File: src/rtl/pipe_pkg.sv
// rtl/pipe_pkg.sv - shared pipeline constants and fetch-priority enum
//
// Purpose: constants and types shared by stage1_fetch and the later pipeline
// buffers (stage3+ reuse fetch_op_e for their own hold/advance decisions).
// Ports: none (package).

package pipe_pkg;

  localparam int          XLEN_DEFAULT     = 32;
  localparam logic [31:0] NOP_INSTR        = 32'h0000_0013;  // addi x0,x0,0
  localparam logic [31:0] RESET_PC_DEFAULT = 32'h0000_0000;
  localparam logic [31:0] PC_INCR          = 32'd4;

  // Priority order of a pipeline register update: redirect beats hold beats advance.
  typedef enum logic [1:0] {
    FETCH_REDIRECT = 2'd0,
    FETCH_HOLD     = 2'd1,
    FETCH_ADVANCE  = 2'd2
  } fetch_op_e;

endpackage

File: src/rtl/stage1_fetch_if_id_buffer.sv
// rtl/stage1_fetch_if_id_buffer.sv - IF/ID instruction/pc register pair
//
// Purpose: captures the fetched instruction and its pc for stage2.
// Ports:
//   clk, reset   : clock, synchronous active-high reset
//   load         : 1 = capture instr_in/pc_in this edge, 0 = hold
//   instr_in     : instruction word from IMEM
//   pc_in        : pc the word was fetched from
//   instr, pc    : registered IF/ID contents (reset to NOP_INSTR / 0)

module if_id_buffer
  import pipe_pkg::*;
#(
  parameter int          XLEN      = XLEN_DEFAULT,
  parameter logic [31:0] NOP_VALUE = NOP_INSTR
) (
  input  logic            clk,
  input  logic            reset,
  input  logic            load,
  input  logic [31:0]     instr_in,
  input  logic [XLEN-1:0] pc_in,
  output logic [31:0]     instr,
  output logic [XLEN-1:0] pc
);

  always_ff @(posedge clk) begin
    if (reset) begin
      instr <= NOP_VALUE;
      pc    <= '0;
    end else if (load) begin
      instr <= instr_in;
      pc    <= pc_in;
    end
  end

endmodule

File: src/rtl/stage1_fetch.sv
// rtl/stage1_fetch.sv - RV32I instruction-fetch stage (pc, IF/ID buffer, squash-state flop)
//
// Purpose: owns the pc, drives the IMEM address, fills the IF/ID buffer and
// registers the branch-squash state computed by stage2.
// Optional feature: define STAGE1_PERF_CNT_EN to add fetch/stall/redirect counters.
// Ports:
//   clk, reset        : clock, synchronous active-high reset
//   stall             : 1 = run, 0 = load-use hold from stage2
//   branch_taken      : redirect request from EX
//   branch_target     : redirect pc (low two bits ignored)
//   next_state1       : squash-state next value from stage2
//   imem_rdata        : combinational IMEM read data for imem_addr
//   imem_addr         : current pc
//   if_id_instr       : IF/ID instruction to stage2
//   if_id_pc          : pc of if_id_instr
//   state1            : registered squash state to stage2
//   perf_*_cnt        : (STAGE1_PERF_CNT_EN only) wrapping event counters

module stage1_fetch
  import pipe_pkg::*;
#(
  parameter int            XLEN      = XLEN_DEFAULT,
  parameter logic [XLEN-1:0] RESET_PC = RESET_PC_DEFAULT[XLEN-1:0],
  parameter logic [31:0]   NOP_INSTR = pipe_pkg::NOP_INSTR
) (
  input  logic            clk,
  input  logic            reset,
  input  logic            stall,
  input  logic            branch_taken,
  input  logic [XLEN-1:0] branch_target,
  input  logic            next_state1,
  input  logic [31:0]     imem_rdata,
  output logic [XLEN-1:0] imem_addr,
  output logic [31:0]     if_id_instr,
  output logic [XLEN-1:0] if_id_pc,
  output logic            state1
`ifdef STAGE1_PERF_CNT_EN
  ,
  output logic [XLEN-1:0] perf_fetch_cnt,
  output logic [XLEN-1:0] perf_stall_cnt,
  output logic [XLEN-1:0] perf_redirect_cnt
`endif
);

  logic [XLEN-1:0] pc;
  fetch_op_e       op;

  // Redirect beats the hazard hold so a taken branch is never lost to a stall.
  always_comb begin
    op = FETCH_ADVANCE;
    if (branch_taken)  op = FETCH_REDIRECT;
    else if (!stall)   op = FETCH_HOLD;
  end

  always_ff @(posedge clk) begin
    if (reset) begin
      pc <= RESET_PC;
    end else begin
      case (op)
        FETCH_REDIRECT: pc <= {branch_target[XLEN-1:2], 2'b00};
        FETCH_ADVANCE:  pc <= pc + PC_INCR[XLEN-1:0];
        default:        pc <= pc;
      endcase
    end
  end

  // Squash state follows stage2 every cycle, regardless of hold or redirect.
  always_ff @(posedge clk) begin
    if (reset) state1 <= 1'b0;
    else       state1 <= next_state1;
  end

  assign imem_addr = pc;

  // The wrong-path words are still loaded on a redirect; stage2 squashes them.
  if_id_buffer #(
    .XLEN      (XLEN),
    .NOP_VALUE (NOP_INSTR)
  ) u_if_id (
    .clk      (clk),
    .reset    (reset),
    .load     (op != FETCH_HOLD),
    .instr_in (imem_rdata),
    .pc_in    (pc),
    .instr    (if_id_instr),
    .pc       (if_id_pc)
  );

`ifdef STAGE1_PERF_CNT_EN
  always_ff @(posedge clk) begin
    if (reset) begin
      perf_fetch_cnt    <= '0;
      perf_stall_cnt    <= '0;
      perf_redirect_cnt <= '0;
    end else begin
      if (op == FETCH_ADVANCE)  perf_fetch_cnt    <= perf_fetch_cnt + 1'b1;
      if (op == FETCH_HOLD)     perf_stall_cnt    <= perf_stall_cnt + 1'b1;
      if (op == FETCH_REDIRECT) perf_redirect_cnt <= perf_redirect_cnt + 1'b1;
    end
  end
`endif

endmodule
File: config.mk
export PLATFORM = sky130hd
export DESIGN_NAME = stage1_fetch
export DESIGN_NICKNAME = d
export VERILOG_FILES = /design/src/rtl/pipe_pkg.sv /design/src/rtl/stage1_fetch_if_id_buffer.sv /design/src/rtl/stage1_fetch.sv
export SDC_FILE = /design/constraint.sdc
export NUM_CORES = 1
export LEC_CHECK = 0
export BUFFER_PORTS_ARGS = -buffer_cell sky130_fd_sc_hd__buf_2
export CORE_MARGIN = 2
export CORE_UTILIZATION = 48
export DETAILED_ROUTE_END_ITERATION = 10
export GPL_TIMING_DRIVEN = 0
export PLACE_DENSITY_LB_ADDON = 0.3
export SKIP_LAST_GASP = 1
export SYNTH_ARGS = -nofsm -noshare
export SYNTH_HDL_FRONTEND = slang
export SYNTH_SLANG_ARGS = --single-unit
File: constraint.sdc
create_clock -name clk -period 2.6 [get_ports clk]
set_clock_uncertainty 0.1 [all_clocks]
set_input_delay 0.39 -clock clk [delete_from_list [all_inputs] [get_ports clk]]
set_output_delay 0.39 -clock clk [all_outputs]
set_load 0.05 [all_outputs]
=== Word level (Yosys, flattened, before mapping) ===
Index checks and enable logic that the tools add are counted.

* Bits in registers: 97
* Bits of input ports: 69
* Output and inout port bits: 97
* Logic and storage cells: 12

* $add $sub $neg: 1
* Equality and inequality tests: 2
* Mux-type cells: 3
* Reductions and logical operators: 2

{| class="wikitable"
|+ Operators with widths
! cell !! number
|-
| case mux 32 bit (2 select lines) || 1
|-
| adder 32 x 3 -> 32 bit, second input constant || 1
|-
| 2-to-1 mux 2 bit || 2
|-
| equality test 2 bit, second input constant || 1
|-
| logical NOT 2 bit || 1
|-
| != test 2 x 1 -> 1 bit, second input constant || 1
|-
| nonzero test 2 bit || 1
|}

=== Longest topological paths before layout ===
Gate-level depths: netlist (run 1).

* Depth in word-level cells: 4
* Depth in mapped cells: 7

=== Cells and area by module ===
From an unflattened synthesis (run 1), not the netlist that was laid out.

* Cells, all modules: 441
* Area total of the unflattened synthesis: 4202.8 um2

{| class="wikitable"
|+ Modules (own cells, without submodules)
! module !! instances !! cells each !! area each (um2)
|-
| if_id_buffer || 1 || 206 || 2339.7
|-
| stage1_fetch || 1 || 235 || 1863.0
|}

=== Worst setup path after synthesis (run 1) ===
OpenSTA, ideal clock, no wires.

* Path kind: reg-to-reg
* From: register pc[4] (netlist: imem_addr[4])
* To: register pc[27] (netlist: imem_addr[27])
* Setup time: 91 ps
* Arrival: 2183 ps
* Setup slack: 226 ps
* Stages on the path, launching flop included: 6
* Buffers on the path: 1
* Path through: dfxtp_1 buf_2 nand4_4 or4_4 or4_1 a311oi_1

* Cells in the longest elaborated chain, start to end: 2

{| class="wikitable"
|+ Ends and longest elaborated chain
! what !! line !! RTL
|-
| start: declaration || stage1_fetch.sv:45 || <nowiki>logic [XLEN-1:0] pc;</nowiki>
|-
| start signal: assignment || stage1_fetch.sv:60 || <nowiki>FETCH_REDIRECT: pc <= {branch_target[XLEN-1:2], 2'b00};</nowiki>
|-
| start signal: assignment || stage1_fetch.sv:61 || <nowiki>FETCH_ADVANCE: pc <= pc + PC_INCR[XLEN-1:0];</nowiki>
|-
| start signal: assignment || stage1_fetch.sv:62 || <nowiki>default: pc <= pc;</nowiki>
|-
| adder 32 x 3 -> 32 bit || stage1_fetch.sv:61 ||
|-
| case mux 32 bit (2 select lines) || stage1_fetch.sv:59 || <nowiki>case (op)</nowiki>
|}

No other way between the ends.
A chain may end at the register's enable or synchronous reset.

=== Final worst setup path (run 1) ===
* From: register pc[8] (netlist: imem_addr[8])
* To: register pc[27] (netlist: imem_addr[27])

The elaborated chain is that of the path after synthesis.

==> impl_metrics.yaml, run 1 <==
run_status:
  status: "completed"
sta:
  fmax_mhz: 438
  slew_headroom_pct: 58.4
  tightest_slew_ns: 0.621
  final.setup.tns_ns: 0
  rsz0062_at_grt: "no"
  layout_min_cycle_time_ns: 2.28
  period_share_pct: 87.9
  drv_slew: 0
  hold_viol_final: 0
  setup_viol: 0
cts:
  htreeDepth: 3
  holdBufCountCts: 0
  cts.sinks: 93
  post_cts_resized: 0
  cts_max_path_buffers: 2
  cts_tree: "done"
  cts_setup_buffers: 0
  clk-insertion-delay-late_ns: 0.36
  cts_root_buf: "clkbuf_8"
  cts_buffers: 9
  clkTransAtPathRegs_ns: 0.09
pwr:
  ir_worst_vdd_mv: 0.332
  p_leak_nw: 2.25
  intPower_mw: 2.16
  pwr-share-seq_pct: 48.7
  power_density_nw_per_um2: 637
  p_sw_share_pct: 33.7
  p_switching_mw: 1.10
  power_mw: 3.26
  p_clk_share_pct: 30.1
  combPwrFrac_pct: 21.2
grt:
  grt_pass1_wl_um: 17900
  grt.overflow.total: 0
  grt_max_degree: 16
  grt_pass1_vias: 3741
  track_usage_pct: 25.1
  grt_antenna_before_repair: 0
final_layout:
  layout-drive-gt1-share_pct: 27.5
  antennaDiodeCount: 0
  utilization_pct: 63.0
  fin_cells: 786
  syn2layout_area_growth_pct: 28.2
  fillers: 743
  nets: 746
die:
  core_um2: 8130
  pin_count: 166
  num_rows: 33
  fp.dieArea_um2: 9070
  fp.dieH_um: 95.3
  start_util_pct: 49.1
  die_w_um: 95.3
critical_path:
  r2r_cells: 5
  rr_startpoint: "imem_addr[8]"
  cp_data_arrival_time_ns: 2.44
  start_kind: "flip-flop"
  r2r_end: "imem_addr[27]"
  crit_chain: "clkbuf_1 -> nand3_1 -> or4_4 -> or4_1 -> a311oi_1"
  critPathLaunch: "imem_addr[8]"
  slowest_stage: "or4_4"
  required_ns: 2.76
  cpPeakStageDelay_ns: 0.49
  path_class: "reg -> reg"
  critPathCapture: "imem_addr[27]"
  cp-end-kind: "flip-flop"
  rrSetupSlack_ns: 0.32
  cp_max_fo: 8
synthesis:
  synth_top_area_share_pct: 46.6
  synth-seq-cells: 93
  synth_common_cells: "nand2_1 (137), dfxtp_1 (93), a21oi_1 (64)"
  async_reset_ff_share_pct: 0
  dominantRegCellSynth: "dfxtp_1"
  yosys_warnings: 0
  synth.distinct_cells: 46
  yosys.area.top_type: "dfxtp_1"
  syn-mean-instance-area_um2: 7.92
  yosysMostFrequentCell: "nand2_1"
  synth.area.top_cells: "dfxtp_1 (47%), nand2_1 (13%), a21oi_1 (8.0%), nor2_1 (3.1%), clkbuf_1 (2.9%)"
  synth_cells: 505
  syn_area_um2: 4000
  ys_seq_area_share_pct: 46.6
  synth_edf_count: 0
placement:
  numPlacedInstances: 770
  io_buffer_count: 157
  hpwlAfterDp_um: 8580
  globalplace.congestion: 0.884
routing:
  routedWlPerCell_um: 14.7
  vias: 4189
  first_pass_iters: 4
  antenna_left: 0
  drc: 0
  viasPerCell: 5.33
  wirelength_um: 11600
  drtIter0Drc: 241
flow_run:
  maxCapViolations: 0
hold_path:
  hold_depth: 2
  worstHoldPathType: "in -> reg"
==> layer usage <==
| metal | vias to the layer above | GRT usage, % | part of all wire, % |
|---|---|---|---|
| met5 | - | 0 | 0 |
| met4 | 0 | 9.18 | 2.0 |
| met3 | 21 | 5.06 | 8.4 |
| met2 | 173 | 41.7 | 46 |
| met1 | 1911 | 32.3 | 44 |
| li1 | 2084 | - | - |
==> cell families (layout without fill, tap and decap cells) <==
logic type / count (synthesis) / after routing / share of synthesized area [%]
simple gates: 232 / 232 / 27.0
flops: 93 / 93 / 46.6
compound gates: 112 / 112 / 17.8
fa+ha+maj: 1 / 1 / 0.313
xor+xnor: 11 / 11 / 2.41
other cells: 1 / 4 / 0.0938
mux: 1 / 1 / 0.250
buf+inv: 54 / 227 / 5.60
==> registers in the layout (all words and copies together) (netlist names) <==
register,flops
u_if_id.instr,32
imem_addr,30
u_if_id.pc,30
state1,1
==> cell usage in the layout (no fill, tap or decap), types with 4 or more instances in the layout <==
master	n
xor2_1	6
nand3_1	10
or4_1	4
inv_1	12
and4_1	6
conb_1	4
a2111oi_0	5
nand2_1	137
a31oi_1	4
a21oi_1	64
nor2b_1	7
a311oi_1	9
nor4_1	6
xnor2_1	5
a211oi_1	9
buf_2	159
buf_4	5
o31ai_1	6
nor2_1	33
dfxtp_1	93
clkbuf_8	10
nand4_1	7
nor3_1	4
clkbuf_1	32
==> worst min-delay path by stage <==
| stage | startpoint | slack (ns) | endpoint |
|---|---|---|---|
| global placement | u_if_id.instr[5] | 0.34 | u_if_id.instr[5] |
| CTS | next_state1 | 0.14 | state1 |
| detailed placement | u_if_id.instr[6] | 0.34 | u_if_id.instr[6] |
| global route | next_state1 | 0.13 | state1 |
| floorplan | imem_rdata[0] | 0.41 | u_if_id.instr[0] |
| finish | next_state1 | 0.14 | state1 |
==> area by class of cell <==
class / instances / area (um2) / share of cell area (%)
Buffer: 41 / 175 / 3.42
Clock buffer: 11 / 141 / 2.76
Clock inverter: 5 / 58.8 / 1.15
Inverter: 13 / 48.8 / 0.952
Multi-Input combinational cell: 361 / 1920 / 37.5
Sequential cell: 93 / 1860 / 36.3
Tap cell: 105 / 131 / 2.56
Timing Repair Buffer: 157 / 786 / 15.3
==> through the flow <==
stage	hold WS (ns)	setup WS [ns]	area, um2
floorplan	0.414	0.226	4010
global placement	0.335	0.405	4930
detailed placement	0.341	0.340	4930
CTS	0.137	0.315	5130
global route	0.128	0.144	5130
finish	0.143	0.315	5130
==> worst max-delay path, delay by kind of cell (launching register included) <==
kind | cells | cell delay, ns
compound gates | 1 | 0.28
simple gates | 3 | 1.13
buf+inv | 1 | 0.34
flops | 1 | 0.34
==> power by group through the flow <==
stage / Clock [mW] / Combinational, mW / Sequential [mW]
5_1_grt: 1.07 / 0.740 / 1.60
3_5_place_dp: 0 / 0.692 / 1.62
3_3_place_gp: 0 / 0.682 / 1.62
4_1_cts: 1.00 / 0.694 / 1.59
2_1_floorplan: 0 / 0.204 / 1.91
6_report: 0.982 / 0.692 / 1.59
Power figures use the tool's default switching activity.
==> run 2: changes to the inputs <==
--- a/config.mk
+++ b/config.mk
@@ -5,9 +5,10 @@
 export SDC_FILE = /design/constraint.sdc
 export NUM_CORES = 1
 export LEC_CHECK = 0
+export ABC_AREA = 1
 export BUFFER_PORTS_ARGS = -buffer_cell sky130_fd_sc_hd__buf_2
 export CORE_MARGIN = 2
-export CORE_UTILIZATION = 48
+export CORE_UTILIZATION = 35
 export DETAILED_ROUTE_END_ITERATION = 10
 export GPL_TIMING_DRIVEN = 0
 export PLACE_DENSITY_LB_ADDON = 0.3
==> impl_metrics.yaml, run 2 <==
pwr:
  ir_worst_vdd_mv: 0.316
  power_density_nw_per_um2: 662
  p_leak_nw: 2.53
final_layout:
  syn2layout_area_growth_pct: 30.3
  largest_reg_flops: 32
  regMostFlops: "u_if_id.instr"
  layout-drive-gt1-share_pct: 27.5
  multi_input_area_um2: 2010
  antennaDiodeCount: 0
  final_cell_mix: "buf_2 (172), nand2_1 (110), nor2_1 (105), dfxtp_1 (93), o21ai_0 (70)"
  seqCellArea_um2: 1860
  design_area_um2: 5430
  fillers: 1203
  nets: 832
  layout_commonest_cell: "buf_2"
synthesis:
  syn-mean-instance-area_um2: 7.08
  ys_seq_area_share_pct: 44.6
  synth_common_cells: "nand2_1 (110), nor2_1 (105), dfxtp_1 (93)"
  yosys_warnings: 0
  synth.distinct_cells: 25
  synth_top_area_share_pct: 44.6
  yosys.area.top_type: "dfxtp_1"
  async_reset_ff_share_pct: 0
  synth_cells: 589
  dominantRegCellSynth: "dfxtp_1"
  synth-seq-cells: 93
  synth_edf_count: 0
  yosysMostFrequentCell: "nand2_1"
  syn_area_um2: 4170
  synth.area.top_cells: "dfxtp_1 (45%), nand2_1 (9.9%), nor2_1 (9.5%), o21ai_0 (8.4%), a21oi_1 (6.4%)"
sta:
  tightest_slew_ns: 0.561
  slew_headroom_pct: 62.6
  drv_slew: 0
  period_share_pct: 72.4
  rsz0062_at_grt: "no"
  final.setup.tns_ns: 0
  hold_viol_final: 0
  layout_min_cycle_time_ns: 1.88
  fmax_mhz: 531
  fin_ws_ns: 0.716
  setup_viol: 0
critical_path:
  start_kind: "flip-flop"
  required_ns: 2.75
  cp_max_fo: 6
  cp_data_arrival_time_ns: 2.04
  path_class: "reg -> reg"
  r2r_end: "imem_addr[22]"
  rr_startpoint: "imem_addr[3]"
  rrSetupSlack_ns: 0.72
  cp-end-kind: "flip-flop"
  r2r_cells: 10
cts:
  htreeDepth: 3
  cts.sinks: 93
  post_cts_resized: 0
  clkTransAtPathRegs_ns: 0.07
  cts_buffers: 9
  cts_tree: "done"
  cts_setup_buffers: 0
  holdBufCountCts: 0
  cts_max_path_buffers: 2
  clk-insertion-delay-late_ns: 0.35
  cts_root_buf: "clkbuf_16"
die:
  fp.dieArea_um2: 12800
  start_util_pct: 36.2
  pin_count: 166
  core_um2: 11500
  fp.dieH_um: 113
  die_w_um: 113
  num_rows: 39
grt:
  grt_pass1_wl_um: 21100
  grt_antenna_before_repair: 0
  track_usage_pct: 21.1
  grt_max_degree: 17
  grt.overflow.total: 0
  grt_pass1_vias: 4119
placement:
  hpwlAfterDp_um: 10000
  place_ws_ns: 0.740
  globalplace.congestion: 0.927
  io_buffer_count: 159
  placed_area_um2: 5160
routing:
  antenna_left: 0
  first_pass_iters: 8
  drtIter0Drc: 305
  routedWlPerCell_um: 14.7
  drc: 17
  wirelength_um: 13400
  viasPerCell: 4.87
  vias: 4435
hold_path:
  hold_depth: 3
  hp-start: "imem_rdata[1]"
  hold-path-endpoint: "u_if_id.instr[1]"
  worstHoldPathType: "in -> reg"
run_status:
  status: "finished, violations left"
  violations: "DRC"
flow_run:
  maxCapViolations: 0
-- run 2: cell types whose count changed after synthesis, sizes merged, moves of 13 or more --
cell	delta
inv	+25
a22oi	+24
nand2	-22
o21ai	+69
nand3	+19
clkbuf	-13
nor2	+85
-- run 2: per-stage QoR --
| stage | instances | hold WS (ns) | utilization [%] | power, mW |
|---|---|---|---|---|
| after floorplan | 592 | 0.397 | - | 2.15 |
| after global placement | 894 | 0.351 | 44.8 | 2.37 |
| after detailed placement | 894 | 0.364 | 44.8 | 2.38 |
| after CTS | 910 | 0.127 | 47.2 | 3.63 |
| after global routing | 910 | 0.135 | 47.2 | 3.74 |
| final | 910 | 0.137 | 47.2 | 3.60 |
-- run 2: cells by family (layout without fill, tap and decap cells) --
family | Yosys count | in the layout | share of synthesized area, %
AND/OR/NAND/NOR | 265 | 265 | 26.9
AO/OA/AOI/OAI | 150 | 150 | 19.6
flip-flops | 93 | 93 | 44.6
buffers and inverters | 74 | 249 | 7.41
XOR/XNOR | 5 | 5 | 1.05
adder cells (fa/ha/maj) | 1 | 1 | 0.300
other | 1 | 4 | 0.0899
-- run 2: where the power goes --
part / leakage (nW) / total [mW] / internal [mW] / switching, mW
clock: 0.121 / 1.25 / 0.654 / 0.600
sequential: 0.770 / 1.60 / 1.52 / 0.0781
combinational: 1.64 / 0.747 / 0.187 / 0.560
-- run 2: layout make-up --
type	count	share of cell area (%)
multi-input combinational	425	37.0
sequential	93	34.3
timing repair buffer	159	14.6
clock buffer	10	4.21
tap	143	3.29
buffer	36	3.06
inverter	38	2.63
clock inverter	6	0.875
-- run 2: critical path, cell delays in order, from the launching register on --
cell	delay (ns)
dfxtp_1	0.43
ha_1	0.31
nand2_1	0.14
nor2_4	0.17
nand2_4	0.11
nor2_4	0.14
nand3_1	0.11
nand2_1	0.07
nand2_1	0.05
o21ai_1	0.11
inv_1	0.04
-- run 2: routing by layer --
layer | vias up | GRT usage, % | share of wire [%]
met3 | 15 | 6.05 | 7.0
met1 | 2006 | 27.8 | 46
met5 | - | 0 | 0
met4 | 0 | 4.96 | 1.2
met2 | 144 | 34.2 | 45
li1 | 2270 | - | -
-- run 2: worst max-delay path by stage --
stage | start | to | slack [ns] | depth (start not counted)
floorplan | imem_addr[3] | imem_addr[22] | 0.59 | 10
global placement | imem_addr[3] | imem_addr[22] | 0.76 | 10
detailed placement | imem_addr[3] | imem_addr[22] | 0.74 | 10
CTS | imem_addr[3] | imem_addr[22] | 0.71 | 10
global route | imem_addr[3] | imem_addr[22] | 0.52 | 10
finish | imem_addr[3] | imem_addr[22] | 0.72 | 10
